File: src/rtl/secuenciar_notas.sv
// Music-box sequencer: plays a fixed 16-step melody from ROM as a square wave,
// with a silent gap at the end of every step and an endless loop.
module secuenciar_notas #(
    parameter int CLK_HZ      = 12_000_000,
    parameter int NOTE_CYCLES = 3_000_000,
    parameter int GAP_CYCLES  = 300_000
) (
    input  logic clk,
    input  logic rst,
    output logic square_wave_final
);

    localparam int HALF_C4 = CLK_HZ / (2 * 262);
    localparam int HALF_D4 = CLK_HZ / (2 * 294);
    localparam int HALF_E4 = CLK_HZ / (2 * 330);
    localparam int HALF_F4 = CLK_HZ / (2 * 349);
    localparam int HALF_G4 = CLK_HZ / (2 * 392);
    localparam int HALF_A4 = CLK_HZ / (2 * 440);
    localparam int HALF_B4 = CLK_HZ / (2 * 494);
    localparam int HALF_C5 = CLK_HZ / (2 * 523);

    // C4 is the lowest pitch, so its half-period sizes the tone counter.
    localparam int TONE_W = (HALF_C4 > 1) ? $clog2(HALF_C4) : 1;
    localparam int NOTE_W = (NOTE_CYCLES > 1) ? $clog2(NOTE_CYCLES) : 1;
    localparam int ACTIVE_CYCLES = NOTE_CYCLES - GAP_CYCLES;

    logic [3:0]        step;
    logic [3:0]        note;
    logic [NOTE_W-1:0] note_cnt;
    logic [TONE_W-1:0] tone_cnt;
    logic [TONE_W-1:0] half_m1;
    logic              is_rest;
    logic              note_end;
    logic              active;

    always_comb begin
        case (step)
            4'd0, 4'd1, 4'd14:  note = 4'd1;
            4'd2, 4'd3, 4'd6:   note = 4'd5;
            4'd4, 4'd5:         note = 4'd6;
            4'd8, 4'd9:         note = 4'd4;
            4'd10, 4'd11:       note = 4'd3;
            4'd12, 4'd13:       note = 4'd2;
            default:            note = 4'd0;
        endcase
    end

    always_comb begin
        case (note)
            4'd1:    half_m1 = TONE_W'(HALF_C4 - 1);
            4'd2:    half_m1 = TONE_W'(HALF_D4 - 1);
            4'd3:    half_m1 = TONE_W'(HALF_E4 - 1);
            4'd4:    half_m1 = TONE_W'(HALF_F4 - 1);
            4'd5:    half_m1 = TONE_W'(HALF_G4 - 1);
            4'd6:    half_m1 = TONE_W'(HALF_A4 - 1);
            4'd7:    half_m1 = TONE_W'(HALF_B4 - 1);
            4'd8:    half_m1 = TONE_W'(HALF_C5 - 1);
            default: half_m1 = '0;
        endcase
    end

    assign is_rest  = (note == 4'd0) || (note > 4'd8);
    assign note_end = (note_cnt == NOTE_W'(NOTE_CYCLES - 1));
    // One extra bit so a zero-length gap (active span == NOTE_CYCLES) still compares correctly.
    assign active   = ({1'b0, note_cnt} < (NOTE_W + 1)'(ACTIVE_CYCLES)) && !is_rest;

    // NOTE: sequential state uses non-blocking assignments so every register samples pre-edge values.
    always_ff @(posedge clk) begin
        if (rst) begin
            step              <= 4'd0;
            note_cnt          <= '0;
            tone_cnt          <= '0;
            square_wave_final <= 1'b0;
        end else if (note_end) begin
            note_cnt          <= '0;
            step              <= step + 4'd1;
            tone_cnt          <= '0;
            square_wave_final <= 1'b0;
        end else begin
            note_cnt <= note_cnt + NOTE_W'(1);
            if (active) begin
                if (tone_cnt == half_m1) begin
                    tone_cnt          <= '0;
                    square_wave_final <= ~square_wave_final;
                end else begin
                    tone_cnt <= tone_cnt + TONE_W'(1);
                end
            end else begin
                tone_cnt          <= '0;
                square_wave_final <= 1'b0;
            end
        end
    end

endmodule

File: config.mk
export PLATFORM = sky130hd
export DESIGN_NAME = secuenciar_notas
export DESIGN_NICKNAME = d
export VERILOG_FILES = /design/src/rtl/secuenciar_notas.sv
export SDC_FILE = /design/constraint.sdc
export NUM_CORES = 1
export LEC_CHECK = 0
export BUFFER_PORTS_ARGS = -buffer_cell sky130_fd_sc_hd__buf_2
export CORE_ASPECT_RATIO = 1.2
export CORE_UTILIZATION = 38
export CTS_BUF_LIST = sky130_fd_sc_hd__clkbuf_8
export CTS_CLUSTER_DIAMETER = 60
export DETAILED_ROUTE_END_ITERATION = 10
export GPL_TIMING_DRIVEN = 0
export SYNTH_ARGS = -nofsm -noshare
export SYNTH_HDL_FRONTEND = slang
export SYNTH_SLANG_ARGS = --single-unit
File: constraint.sdc
create_clock -name clk -period 5.1 [get_ports clk]
set_clock_uncertainty 0.15 [all_clocks]
set_input_delay 1.02 -clock clk [delete_from_list [all_inputs] [get_ports clk]]
set_output_delay 1.02 -clock clk [all_outputs]
set_load 0.005 [all_outputs]
---- Word-level counts from Yosys, hierarchy flattened ----
Memory sizes are Yosys's and may differ from the RTL's. A register that Yosys moved wholly into a read port is not among the register bits.
Index checks and enable logic that the tools add are counted.
word-level totals
  register bits after elaboration ......... 42
  logic and storage cells ................. 24
  memories kept ........................... 2
  output and inout port bits .............. 1
  bits of input ports ..................... 2
  bits in read-only memories .............. 288
memory list
  memory            words  width  rd ports  clocked after memory_dff  wr ports  RTL line  text
  (name not given)  16     15     1         0                         0         49        case (note)
  (name not given)  16     3      1         1                         0         37        case (step)
cells by class
  equal/unequal tests ..................... 2
  bitwise operators ....................... 2
  order comparisons ....................... 2
  multiplexer cells ....................... 2
  reduce and logical (&&, ||, !) cells .... 7
  $add $sub $neg .......................... 3
operators with widths
  operator                 count
  $add A22 B1 Y22 const B  1
  $eq A22 B22 Y1 const B   1
  $lt A22 B22 Y1 const B   1
  $add A15 B1 Y15 const B  1
  $eq A15 B15 Y1           1
  $mux W4                  2
  $add A4 B1 Y4 const B    1
  $gt A4 B4 Y1 const B     1
  $logic_not A4 Y1         1
  $reduce_or A4 Y1         1
  $reduce_or A3 Y1         1
  $not A1 Y1               2
  $reduce_or A2 Y1         1
  $logic_and A1 B1 Y1      1
  $logic_not A1 Y1         1
  $logic_or A1 B1 Y1       1

---- Longest topological paths before layout ----
Gate-level depths: netlist (run 1).
  depth in word-level cells ............... 6
  mapped depth ............................ 10
  depth with buffers taken out ............ 9

---- Worst setup path before layout (run 1) ----
OpenSTA, ideal clock, no wires.
  path type ............................... flip-flop to flip-flop
  from .................................... register, netlist name note[1]
  to ...................................... register tone_cnt[12]
  period minus slack after synthesis ...... 2193 ps
  setup slack ............................. 2907 ps
  stages on the path, launching flop included .. 9
  arrival ................................. 1929 ps
  library setup time ...................... 115 ps
  cells stage by stage .................... dfxtp_1 > inv_1 > ha_1 > or3_1 > a211oi_2 > o2111ai_1 > o21ai_2 > buf_6 > nor2_1
between the ends
  word-level cells in the longest chain between the ends .. 6
  elaborated cells on any way between the ends .. 9
ends and longest elaborated chain
  item                                                     RTL line  text
  branches (longest 5 deep; another with $mem_v2 Z16 W15)  n/a
  $reduce_or A4 Y1 (no source line) (*)                    n/a
  end signal: assignment                                   86        tone_cnt <= tone_cnt + TONE_W'(1);
  end: declaration                                         30        logic [TONE_W-1:0] tone_cnt;
Every way passes the cells marked *.
A chain may end at the register's enable or synchronous reset.

---- Worst setup path in the final report (run 1) ----
  from .................................... register, netlist name note[1]
  to ...................................... register tone_cnt[13]
between the ends
  word-level cells in the longest chain between the ends .. 6
  elaborated cells on any way between the ends .. 9
ends and longest elaborated chain
  item
  branches (longest 5 deep; another with $mem_v2 Z16 W15)
  $reduce_or A4 Y1 (no source line) (*)
Marks and branches as above.

==> results of run 1 <==
[final cells by class]
cell class	count	area, sq um	share of cell area [%]
plain buffers	10	70.1	2.57
well taps	85	106	3.90
clock inverters	1	5.00	0.183
flip-flops and latches	45	901	33.0
inverters	18	67.6	2.47
multi-input cells	227	1470	54.0
repair buffers	2	10.0	0.367
clock buffers	7	96.3	3.53
[metrics by stage]
stage | area (sq um) | hold WS [ns] | util (%)
floorplan | 2510 | 0.287 | -
global placement | 2630 | 0.309 | 41.0
detailed placement | 2630 | 0.318 | 41.0
CTS | 2730 | 0.334 | 42.6
global route | 2730 | 0.353 | 42.6
finish | 2730 | 0.325 | 42.6
[registers in the layout, summed over array words and instances (netlist names)]
name               cells
note                   3
note_cnt              22
square_wave_final      1
step                   4
tone_cnt              15
[routing by layer]
layer | track usage, % | up-vias | part of all wire (%)
li1 | - | 1029 | -
met1 | 15.7 | 899 | 46
met2 | 27.7 | 11 | 51
met3 | 3.02 | 5 | 1.7
met4 | 4.33 | 0 | 0.65
met5 | 0 | - | 0
[logic make-up after synthesis]
kind of cell / after synthesis / synth area share (%)
DFF: 45 / 35.9
muxes: 5 / 1.99
and+or+nand+nor: 132 / 26.7
adders and majority gates: 10 / 4.98
buffers and inverters: 28 / 5.48
xor gates and xnor gates: 44 / 15.3
AOI/OAI and AO/OA: 36 / 9.61
[power by group]
group / leakage [uW] / total (uW) / internal [uW] / switching (uW)
Combinational: 0.000548 / 22.8 / 9.45 / 13.4
Clock: 0.0000542 / 246 / 123 / 123
Sequential: 0.000364 / 360 / 355 / 4.32
Total: 0.000966 / 629 / 487 / 141
[worst max-delay path, cell delays in order (launching register included)]
cell,delay (ns)
dfxtp_1,0.49
inv_1,0.13
ha_1,0.42
inv_1,0.12
a22oi_1,0.19
o221a_2,0.21
o2111ai_1,0.17
o21ai_2,0.32
buf_6,0.19
nor2_1,0.06
[how the worst max path moves through the flow]
stage                     from                       to  slack, ns  cells past startpoint
6_report       note[1]$_DFF_P_  tone_cnt[13]$_SDFF_PP0_       2.54                      9
5_1_grt        note[1]$_DFF_P_  tone_cnt[13]$_SDFF_PP0_       2.38                      9
4_1_cts        note[1]$_DFF_P_  tone_cnt[13]$_SDFF_PP0_       2.50                      9
3_5_place_dp   note[1]$_DFF_P_  tone_cnt[13]$_SDFF_PP0_       2.53                      9
3_3_place_gp   note[1]$_DFF_P_   tone_cnt[7]$_SDFF_PP0_       2.55                      9
2_1_floorplan  note[1]$_DFF_P_  tone_cnt[12]$_SDFF_PP0_       2.91                      8
[cell usage in the layout (no fill, tap or decap), types with 3 or more instances in the layout]
| master | count |
|---|---|
| ha_1 | 10 |
| buf_2 | 5 |
| nand2b_1 | 5 |
| xnor2_1 | 24 |
| buf_6 | 3 |
| nor2_1 | 58 |
| mux2i_1 | 5 |
| nand3_1 | 21 |
| clkbuf_8 | 7 |
| dfxtp_1 | 45 |
| and3_1 | 6 |
| xor2_1 | 20 |
| nand2_1 | 13 |
| a31oi_1 | 3 |
| inv_1 | 18 |
| a21oi_1 | 7 |
| nand4_1 | 3 |
| nor3_1 | 6 |
| o21ai_0 | 10 |
==> impl_results.html, run 1 <==
<table>
<tr><th>Metric</th><th>Value</th></tr>
<tr><th colspan="2">Logic synthesis</th></tr>
<tr><td>Synth Cell Area</td><td>0.00251 sq mm</td></tr>
<tr><td>Synthesis Warnings</td><td>0</td></tr>
<tr><td>Most numerous cell in the Yosys netlist</td><td>nor2_1</td></tr>
<tr><td>Flip-flop cell with the highest count after synthesis</td><td>dfxtp_1</td></tr>
<tr><td>Biggest area consumer among synthesized cells</td><td>dfxtp_1</td></tr>
<tr><td>Number of enable-type register cells in the synthesized netlist</td><td>0</td></tr>
<tr><td>Fraction of synthesized cell area taken by the top area cell type</td><td>35.9%</td></tr>
<tr><td>Synthesized flop and latch total</td><td>45</td></tr>
<tr><td>Post-synth ARST share</td><td>0%</td></tr>
<tr><td>Commonest cells in the netlist</td><td>nor2_1 (58), dfxtp_1 (45), xnor2_1 (24), nand3_1 (21), xor2_1 (20)</td></tr>
<tr><td>Gate count of the mapped netlist</td><td>300</td></tr>
<tr><td>Share of synthesized area occupied by flip-flops and latches</td><td>35.9%</td></tr>
<tr><td>Synthesized area divided by synthesized cell count</td><td>8.37 sq um</td></tr>
<tr><td>Nets in the synthesized netlist</td><td>312</td></tr>
<tr><td>Count of different cell masters after synthesis</td><td>50</td></tr>
<tr><td>Top cells by area, synth</td><td>dfxtp_1 (36%), nor2_1 (8.7%), xnor2_1 (8.4%)</td></tr>
<tr><th colspan="2">Min path</th></tr>
<tr><td>Classification of the worst-slack hold path</td><td>reg -&gt; reg</td></tr>
<tr><td>Worst hold stages</td><td>2</td></tr>
<tr><td>Worst Hold Launch</td><td>square_wave_final$_SDFFE_PP0N_</td></tr>
<tr><td>Destination of the worst hold path</td><td>square_wave_final$_SDFFE_PP0N_</td></tr>
<tr><th colspan="2">Floorplanning</th></tr>
<tr><td>Full die area</td><td>0.00694 sq mm</td></tr>
<tr><td>Die span in y</td><td>91.1 microns</td></tr>
<tr><td>Width of the die</td><td>76.2 microns</td></tr>
<tr><td>Core region area</td><td>0.00641 sq mm</td></tr>
<tr><td>Number of top-level design ports</td><td>3</td></tr>
<tr><td>FP Rows</td><td>32</td></tr>
<tr><td>Initial Util</td><td>39.2%</td></tr>
<tr><th colspan="2">Clock tree</th></tr>
<tr><td>Later-pin clock latency in the skew report</td><td>0.30 ns</td></tr>
<tr><td>Post_cts resized</td><td>0</td></tr>
<tr><td>Clock tree root driver cell</td><td>clkbuf_8</td></tr>
<tr><td>Clock H-tree levels</td><td>2</td></tr>
<tr><td>Clock tree from TritonCTS</td><td>yes</td></tr>
<tr><td>Reg clk slew, reported paths</td><td>0.09 ns</td></tr>
<tr><td>Clock Sinks</td><td>45</td></tr>
<tr><td>Post-CTS Setup Repair Bufs</td><td>0</td></tr>
<tr><td>Number of clock buffers inserted by TritonCTS</td><td>5</td></tr>
<tr><td>Number of hold buffers added after cts</td><td>0</td></tr>
<tr><td>Maximum count of clock buffers along a single path</td><td>2</td></tr>
<tr><th colspan="2">Placed design</th></tr>
<tr><td>Pre-CTS setup slack</td><td>2.53 ns</td></tr>
<tr><td>Buffers on Ports</td><td>2</td></tr>
<tr><td>Total instance count after detailed placement</td><td>387</td></tr>
<tr><td>RD Place Congestion</td><td>0.766</td></tr>
<tr><td>HPWL after detailed placement</td><td>3.52 mm</td></tr>
<tr><th colspan="2">Critical path</th></tr>
<tr><td>Category of the critical setup timing path</td><td>reg -&gt; reg</td></tr>
<tr><td>Depth of the worst register-to-register path</td><td>9</td></tr>
<tr><td>CP Data Required Time</td><td>5.14 ns</td></tr>
<tr><td>Crit-path max FO</td><td>10</td></tr>
<tr><td>CP arrival</td><td>2.60 ns</td></tr>
<tr><td>Worst flop-to-flop path endpoint</td><td>tone_cnt[13]$_SDFF_PP0_</td></tr>
<tr><td>Flop-to-flop setup slack</td><td>2.54 ns</td></tr>
<tr><td>Worst setup EP type</td><td>flop</td></tr>
<tr><td>Critical Path Start Type</td><td>flop</td></tr>
<tr><td>Startpoint of the worst register-to-register path</td><td>note[1]$_DFF_P_</td></tr>
<tr><th colspan="2">Global routing</th></tr>
<tr><td>All-Layer GR Usage</td><td>14.5%</td></tr>
<tr><td>Number of global-route vias before repair</td><td>1895</td></tr>
<tr><td>GRT overflow</td><td>0</td></tr>
<tr><td>First-pass GRT wire length</td><td>8.26 mm</td></tr>
<tr><td>Number of antenna violations at the first check in global routing</td><td>0</td></tr>
<tr><td>Maximum number of pins on one net before global-route repair</td><td>14</td></tr>
<tr><th colspan="2">Drt</th></tr>
<tr><td>Initial DRC Count</td><td>80</td></tr>
<tr><td>Via-per-instance ratio</td><td>4.92</td></tr>
<tr><td>Final routed DRC violation total</td><td>0</td></tr>
<tr><td>Detailed-router iteration count before antenna repair</td><td>5</td></tr>
<tr><td>Post-detailed-route wirelength per cell</td><td>11.7 microns</td></tr>
<tr><td>Number of vias after detailed routing</td><td>1944</td></tr>
<tr><td>Final WL</td><td>4.64 mm</td></tr>
<tr><td>Post-detailed-route count of antenna-violating nets</td><td>0</td></tr>
<tr><th colspan="2">Power and ir drop</th></tr>
<tr><td>Leakage power</td><td>0.000966 uW</td></tr>
<tr><td>Peak supply drop</td><td>0.000159 V</td></tr>
<tr><td>Pwr Density</td><td>230 mW/mm^2</td></tr>
<tr><td>Power, Total</td><td>629 uW</td></tr>
<tr><th colspan="2">Timing</th></tr>
<tr><td>Number of hold violations in the final report</td><td>0</td></tr>
<tr><td>Period utilization</td><td>50.2%</td></tr>
<tr><td>Final sum of negative setup slack</td><td>0 ns</td></tr>
<tr><td>Number of pins exceeding their max-slew limit in the final report</td><td>0</td></tr>
<tr><td>Measured slew at the worst slew-check pin</td><td>0.441 ns</td></tr>
<tr><td>RSZ-0062 raised after global routing</td><td>false</td></tr>
<tr><td>Setup-violating endpoint count in the final report</td><td>0</td></tr>
<tr><td>Least setup slack across all paths after layout</td><td>2.54 ns</td></tr>
<tr><td>Maximum achievable frequency</td><td>391 MHz</td></tr>
<tr><td>Shortest period the worst path allows</td><td>2.56 ns</td></tr>
<tr><td>Slew margin rel.</td><td>70.2%</td></tr>
<tr><th colspan="2">Layout</th></tr>
<tr><td>Number of inserted diodes</td><td>0</td></tr>
<tr><td>Layout cells sized above 1</td><td>10.6%</td></tr>
<tr><td>Number of nets in the final layout</td><td>321</td></tr>
<tr><td>Filler Cells Inserted</td><td>681</td></tr>
<tr><td>Number of standard cells in the final layout excluding fillers</td><td>395</td></tr>
<tr><td>Area Overhead vs Synth</td><td>8.67%</td></tr>
<tr><th colspan="2">Flow run</th></tr>
<tr><td>Total of max-cap violations</td><td>0</td></tr>
<tr><th colspan="2">Status</th></tr>
<tr><td>Outcome</td><td>finished, final reports clean</td></tr>
</table>
No activity file was read; power rests on OpenSTA's default activity.
==> inputs of run 2 (changes only) <==
- clock period: 5.1 -> 2.2 ns (I/O delays scaled with it)
==> run 2 against run 1 <==
  * Clock-buffer cell count unchanged
  * Hold slack lost 0.0096 ns
  * Die area unchanged
  * Non-clock buffer count is 17 higher
  * Highest routed layer unchanged
  * Maximum frequency rose by 21%
  * Largest cell class unchanged
  * Wire length increased by 14%
  * Critical path depth is the same
==> impl_results.html, run 2 (synthesized netlist as in run 1, its figures left out) <==
<table>
<tr><th>Metric</th><th>Value</th></tr>
<tr><th colspan="2">Status</th></tr>
<tr><td>Outcome</td><td>finished, final reports clean</td></tr>
<tr><th colspan="2">Drt</th></tr>
<tr><td>Post-detailed-route count of antenna-violating nets</td><td>0 (unchanged)</td></tr>
<tr><td>Detailed-router iteration count before antenna repair</td><td>4 (-1)</td></tr>
<tr><td>Final WL</td><td>5.27 mm (+14%)</td></tr>
<tr><td>Final routed DRC violation total</td><td>0 (unchanged)</td></tr>
<tr><td>Post-detailed-route wirelength per cell</td><td>12.8 microns (+8.8%)</td></tr>
<tr><td>Number of vias after detailed routing</td><td>2075 (+6.7%)</td></tr>
<tr><td>Via-per-instance ratio</td><td>5.04 (+2.3%)</td></tr>
<tr><td>Initial DRC Count</td><td>60 (-25%)</td></tr>
<tr><th colspan="2">Critical path</th></tr>
<tr><td>Setup crit end</td><td>tone_cnt[13]$_SDFF_PP0_</td></tr>
<tr><td>Category of the critical setup timing path</td><td>reg -&gt; reg</td></tr>
<tr><td>Crit-path max FO</td><td>6 (-4)</td></tr>
<tr><td>CP Data Required Time</td><td>2.25 ns (-2.89 ns)</td></tr>
<tr><td>Startpoint of the worst register-to-register path</td><td>note[1]$_DFF_P_</td></tr>
<tr><td>Startpoint of the most critical setup path</td><td>note[1]$_DFF_P_</td></tr>
<tr><td>Critical Path Start Type</td><td>flop</td></tr>
<tr><td>Worst flop-to-flop path endpoint</td><td>tone_cnt[13]$_SDFF_PP0_</td></tr>
<tr><td>Worst setup EP type</td><td>flop</td></tr>
<tr><td>Depth of the worst register-to-register path</td><td>9 (unchanged)</td></tr>
<tr><td>Flop-to-flop setup slack</td><td>0.08 ns (-2.46 ns)</td></tr>
<tr><td>CP arrival</td><td>2.17 ns (-0.43 ns)</td></tr>
<tr><th colspan="2">Flow run</th></tr>
<tr><td>Total of max-cap violations</td><td>0 (unchanged)</td></tr>
<tr><th colspan="2">Placed design</th></tr>
<tr><td>RD Place Congestion</td><td>0.766 (unchanged)</td></tr>
<tr><td>Buffers on Ports</td><td>2 (unchanged)</td></tr>
<tr><td>HPWL after detailed placement</td><td>3.52 mm (unchanged)</td></tr>
<tr><td>Total instance count after detailed placement</td><td>387 (unchanged)</td></tr>
<tr><th colspan="2">Layout</th></tr>
<tr><td>Layout cells sized above 1</td><td>28.1% (+17 points)</td></tr>
<tr><td>Register containing the most flip-flops in the final layout</td><td>note_cnt</td></tr>
<tr><td>Number of standard cells in the final layout excluding fillers</td><td>412 (+4.3%)</td></tr>
<tr><td>Area Overhead vs Synth</td><td>24.0%</td></tr>
<tr><td>Highest-count cells in the layout ignoring fill and taps</td><td>nor2_1 (55), dfxtp_1 (25), xnor2_1 (22), nand3_1 (20), xor2_1 (20)</td></tr>
<tr><td>Registers with the highest flip-flop counts</td><td>note_cnt: 22 flops, tone_cnt: 15 flops, step: 4 flops</td></tr>
<tr><td>Number of inserted diodes</td><td>0 (unchanged)</td></tr>
<tr><td>Largest register FFs</td><td>22 (unchanged)</td></tr>
<tr><td>Filler Cells Inserted</td><td>640 (-6.0%)</td></tr>
<tr><td>Commonest non-fill, non-tap cell in the layout</td><td>nor2_1</td></tr>
<tr><td>Final core utilization</td><td>48.6% (+6.0 points)</td></tr>
<tr><td>Number of nets in the final layout</td><td>338 (+5.3%)</td></tr>
<tr><th colspan="2">Power and ir drop</th></tr>
<tr><td>Internal</td><td>1130 uW (+130%)</td></tr>
<tr><td>Sequential share of power</td><td>56.4% (-0.8 points)</td></tr>
<tr><td>Peak supply drop</td><td>0.000347 V (+120%)</td></tr>
<tr><td>Leakage power</td><td>0.00113 uW (+17%)</td></tr>
<tr><td>Pwr Density</td><td>470 mW/mm^2 (+100%)</td></tr>
<tr><td>Reported net switching power</td><td>335 uW (+140%)</td></tr>
<tr><td>Switching share of power</td><td>22.9% (+0.44 points)</td></tr>
<tr><td>Proportion of power drawn by combinational gates</td><td>4.5% (+0.9 points)</td></tr>
<tr><td>Share of total power in the clock network</td><td>39.2% (about the same)</td></tr>
<tr><th colspan="2">Floorplanning</th></tr>
<tr><td>Die span in y</td><td>91.1 microns (unchanged)</td></tr>
<tr><td>Full die area</td><td>0.00694 sq mm (unchanged)</td></tr>
<tr><td>Initial Util</td><td>39.2% (unchanged)</td></tr>
<tr><td>Number of top-level design ports</td><td>3 (unchanged)</td></tr>
<tr><td>FP Rows</td><td>32 (unchanged)</td></tr>
<tr><td>Core region area</td><td>0.00641 sq mm (unchanged)</td></tr>
<tr><td>Width of the die</td><td>76.2 microns (unchanged)</td></tr>
<tr><th colspan="2">Clock tree</th></tr>
<tr><td>Reg clk slew, reported paths</td><td>0.08 ns (about the same)</td></tr>
<tr><td>Clock tree from TritonCTS</td><td>yes</td></tr>
<tr><td>Number of hold buffers added after cts</td><td>0 (unchanged)</td></tr>
<tr><td>Later-pin clock latency in the skew report</td><td>0.30 ns (about the same)</td></tr>
<tr><td>Clock Sinks</td><td>45 (unchanged)</td></tr>
<tr><td>Clock tree root driver cell</td><td>clkbuf_8</td></tr>
<tr><td>Maximum count of clock buffers along a single path</td><td>2 (unchanged)</td></tr>
<tr><td>Number of clock buffers inserted by TritonCTS</td><td>5 (unchanged)</td></tr>
<tr><td>Clock H-tree levels</td><td>2 (unchanged)</td></tr>
<tr><th colspan="2">Timing</th></tr>
<tr><td>Measured slew at the worst slew-check pin</td><td>0.444 ns (+0.00267 ns)</td></tr>
<tr><td>Maximum achievable frequency</td><td>472 MHz (+21%)</td></tr>
<tr><td>RSZ-0062 raised after global routing</td><td>true</td></tr>
<tr><td>Slew margin rel.</td><td>70.0% (-0.18 points)</td></tr>
<tr><td>Number of hold violations in the final report</td><td>0 (unchanged)</td></tr>
<tr><td>Setup-violating endpoint count in the final report</td><td>0 (unchanged)</td></tr>
<tr><td>Period utilization</td><td>96.4% (+46 points)</td></tr>
<tr><td>Number of pins exceeding their max-slew limit in the final report</td><td>0 (unchanged)</td></tr>
<tr><td>Final sum of negative setup slack</td><td>0 ns (unchanged)</td></tr>
<tr><td>Shortest period the worst path allows</td><td>2.12 ns (-0.440 ns)</td></tr>
<tr><th colspan="2">Global routing</th></tr>
<tr><td>Maximum number of pins on one net before global-route repair</td><td>14 (unchanged)</td></tr>
<tr><td>First-pass GRT wire length</td><td>8.65 mm (+4.7%)</td></tr>
<tr><td>All-Layer GR Usage</td><td>15.2% (+0.73 points)</td></tr>
<tr><td>GRT overflow</td><td>0 (unchanged)</td></tr>
<tr><td>Number of global-route vias before repair</td><td>1964 (+3.6%)</td></tr>
<tr><td>Number of antenna violations at the first check in global routing</td><td>0 (unchanged)</td></tr>
<tr><th colspan="2">Min path</th></tr>
<tr><td>Classification of the worst-slack hold path</td><td>reg -&gt; reg</td></tr>
</table>
==> run 2: worst min path at each step <==
stage | start | endpoint | slack [ns] | cells past startpoint
after floorplan | tone_cnt[0]$_SDFF_PP0_ | tone_cnt[0]$_SDFF_PP0_ | 0.29 | 1
after global placement | square_wave_final$_SDFFE_PP0N_ | square_wave_final$_SDFFE_PP0N_ | 0.31 | 2
after detailed placement | square_wave_final$_SDFFE_PP0N_ | square_wave_final$_SDFFE_PP0N_ | 0.32 | 2
after CTS | square_wave_final$_SDFFE_PP0N_ | square_wave_final$_SDFFE_PP0N_ | 0.33 | 2
after global routing | note_cnt[0]$_SDFF_PP0_ | note_cnt[0]$_SDFF_PP0_ | 0.34 | 1
final | note_cnt[0]$_SDFF_PP0_ | note_cnt[0]$_SDFF_PP0_ | 0.32 | 1
==> run 2: area by class of cell <==
class                   count  area [sq um]  area share, %
multi-input cells         227          1670           53.5
clock inverters             1          5.00          0.161
flip-flops and latches     45           951           30.5
repair buffers             20           153           4.90
clock buffers               7          96.3           3.09
inverters                  18          70.1           2.25
plain buffers               9          67.6           2.17
well taps                  85           106           3.42
==> run 2: layer usage <==
layer  routed length, microns  vias to the layer above  GRT usage [%]
met5                        0                        -              0
met4                       62                        0           4.33
met3                      119                       11           3.02
met2                     2820                       21           29.5
met1                     2260                      975           16.3
li1                         -                     1068              -
==> run 2: through the flow <==
| step | area, sq um | hold slack, ns | setup WS, ns | power, uW |
|---|---|---|---|---|
| detailed placement | 2630 | 0.318 | -0.370 | 907 |
| finish | 3110 | 0.315 | 0.0800 | 1460 |
| global route | 3110 | 0.339 | -0.0218 | 1530 |
| floorplan | 2510 | 0.287 | 0.00667 | 892 |
| CTS | 2860 | 0.334 | 0.00302 | 1470 |
| global placement | 2630 | 0.309 | -0.351 | 905 |
==> run 2: what timing repair did <==
| action | 4_1_cts | 5_1_grt |
|---|---|---|
| setup endpoints to repair | 18 | 18 |
| gates cloned | 0 | 1 |
| pin swaps | 9 | 14 |
| gates resized for setup | 20 | 52 |
| setup buffers | 7 | 10 |
==> run 2: power groups by stage <==
stage	Clock, uW	Sequential (uW)	Combinational [uW]
final	573	824	65.6
after global routing	627	826	73.5
after CTS	586	831	56.8
after detailed placement	0	853	54.0
after global placement	0	853	52.0
after floorplan	0	850	41.4
==> run 2: critical path: stages, from the launching register on <==
cell	delay [ns]
dfxtp_4	0.40
inv_4	0.05
ha_4	0.30
inv_1	0.08
a22oi_1	0.21
o221a_2	0.25
o2111ai_4	0.15
o21ai_4	0.23
buf_6	0.14
nor2_1	0.05
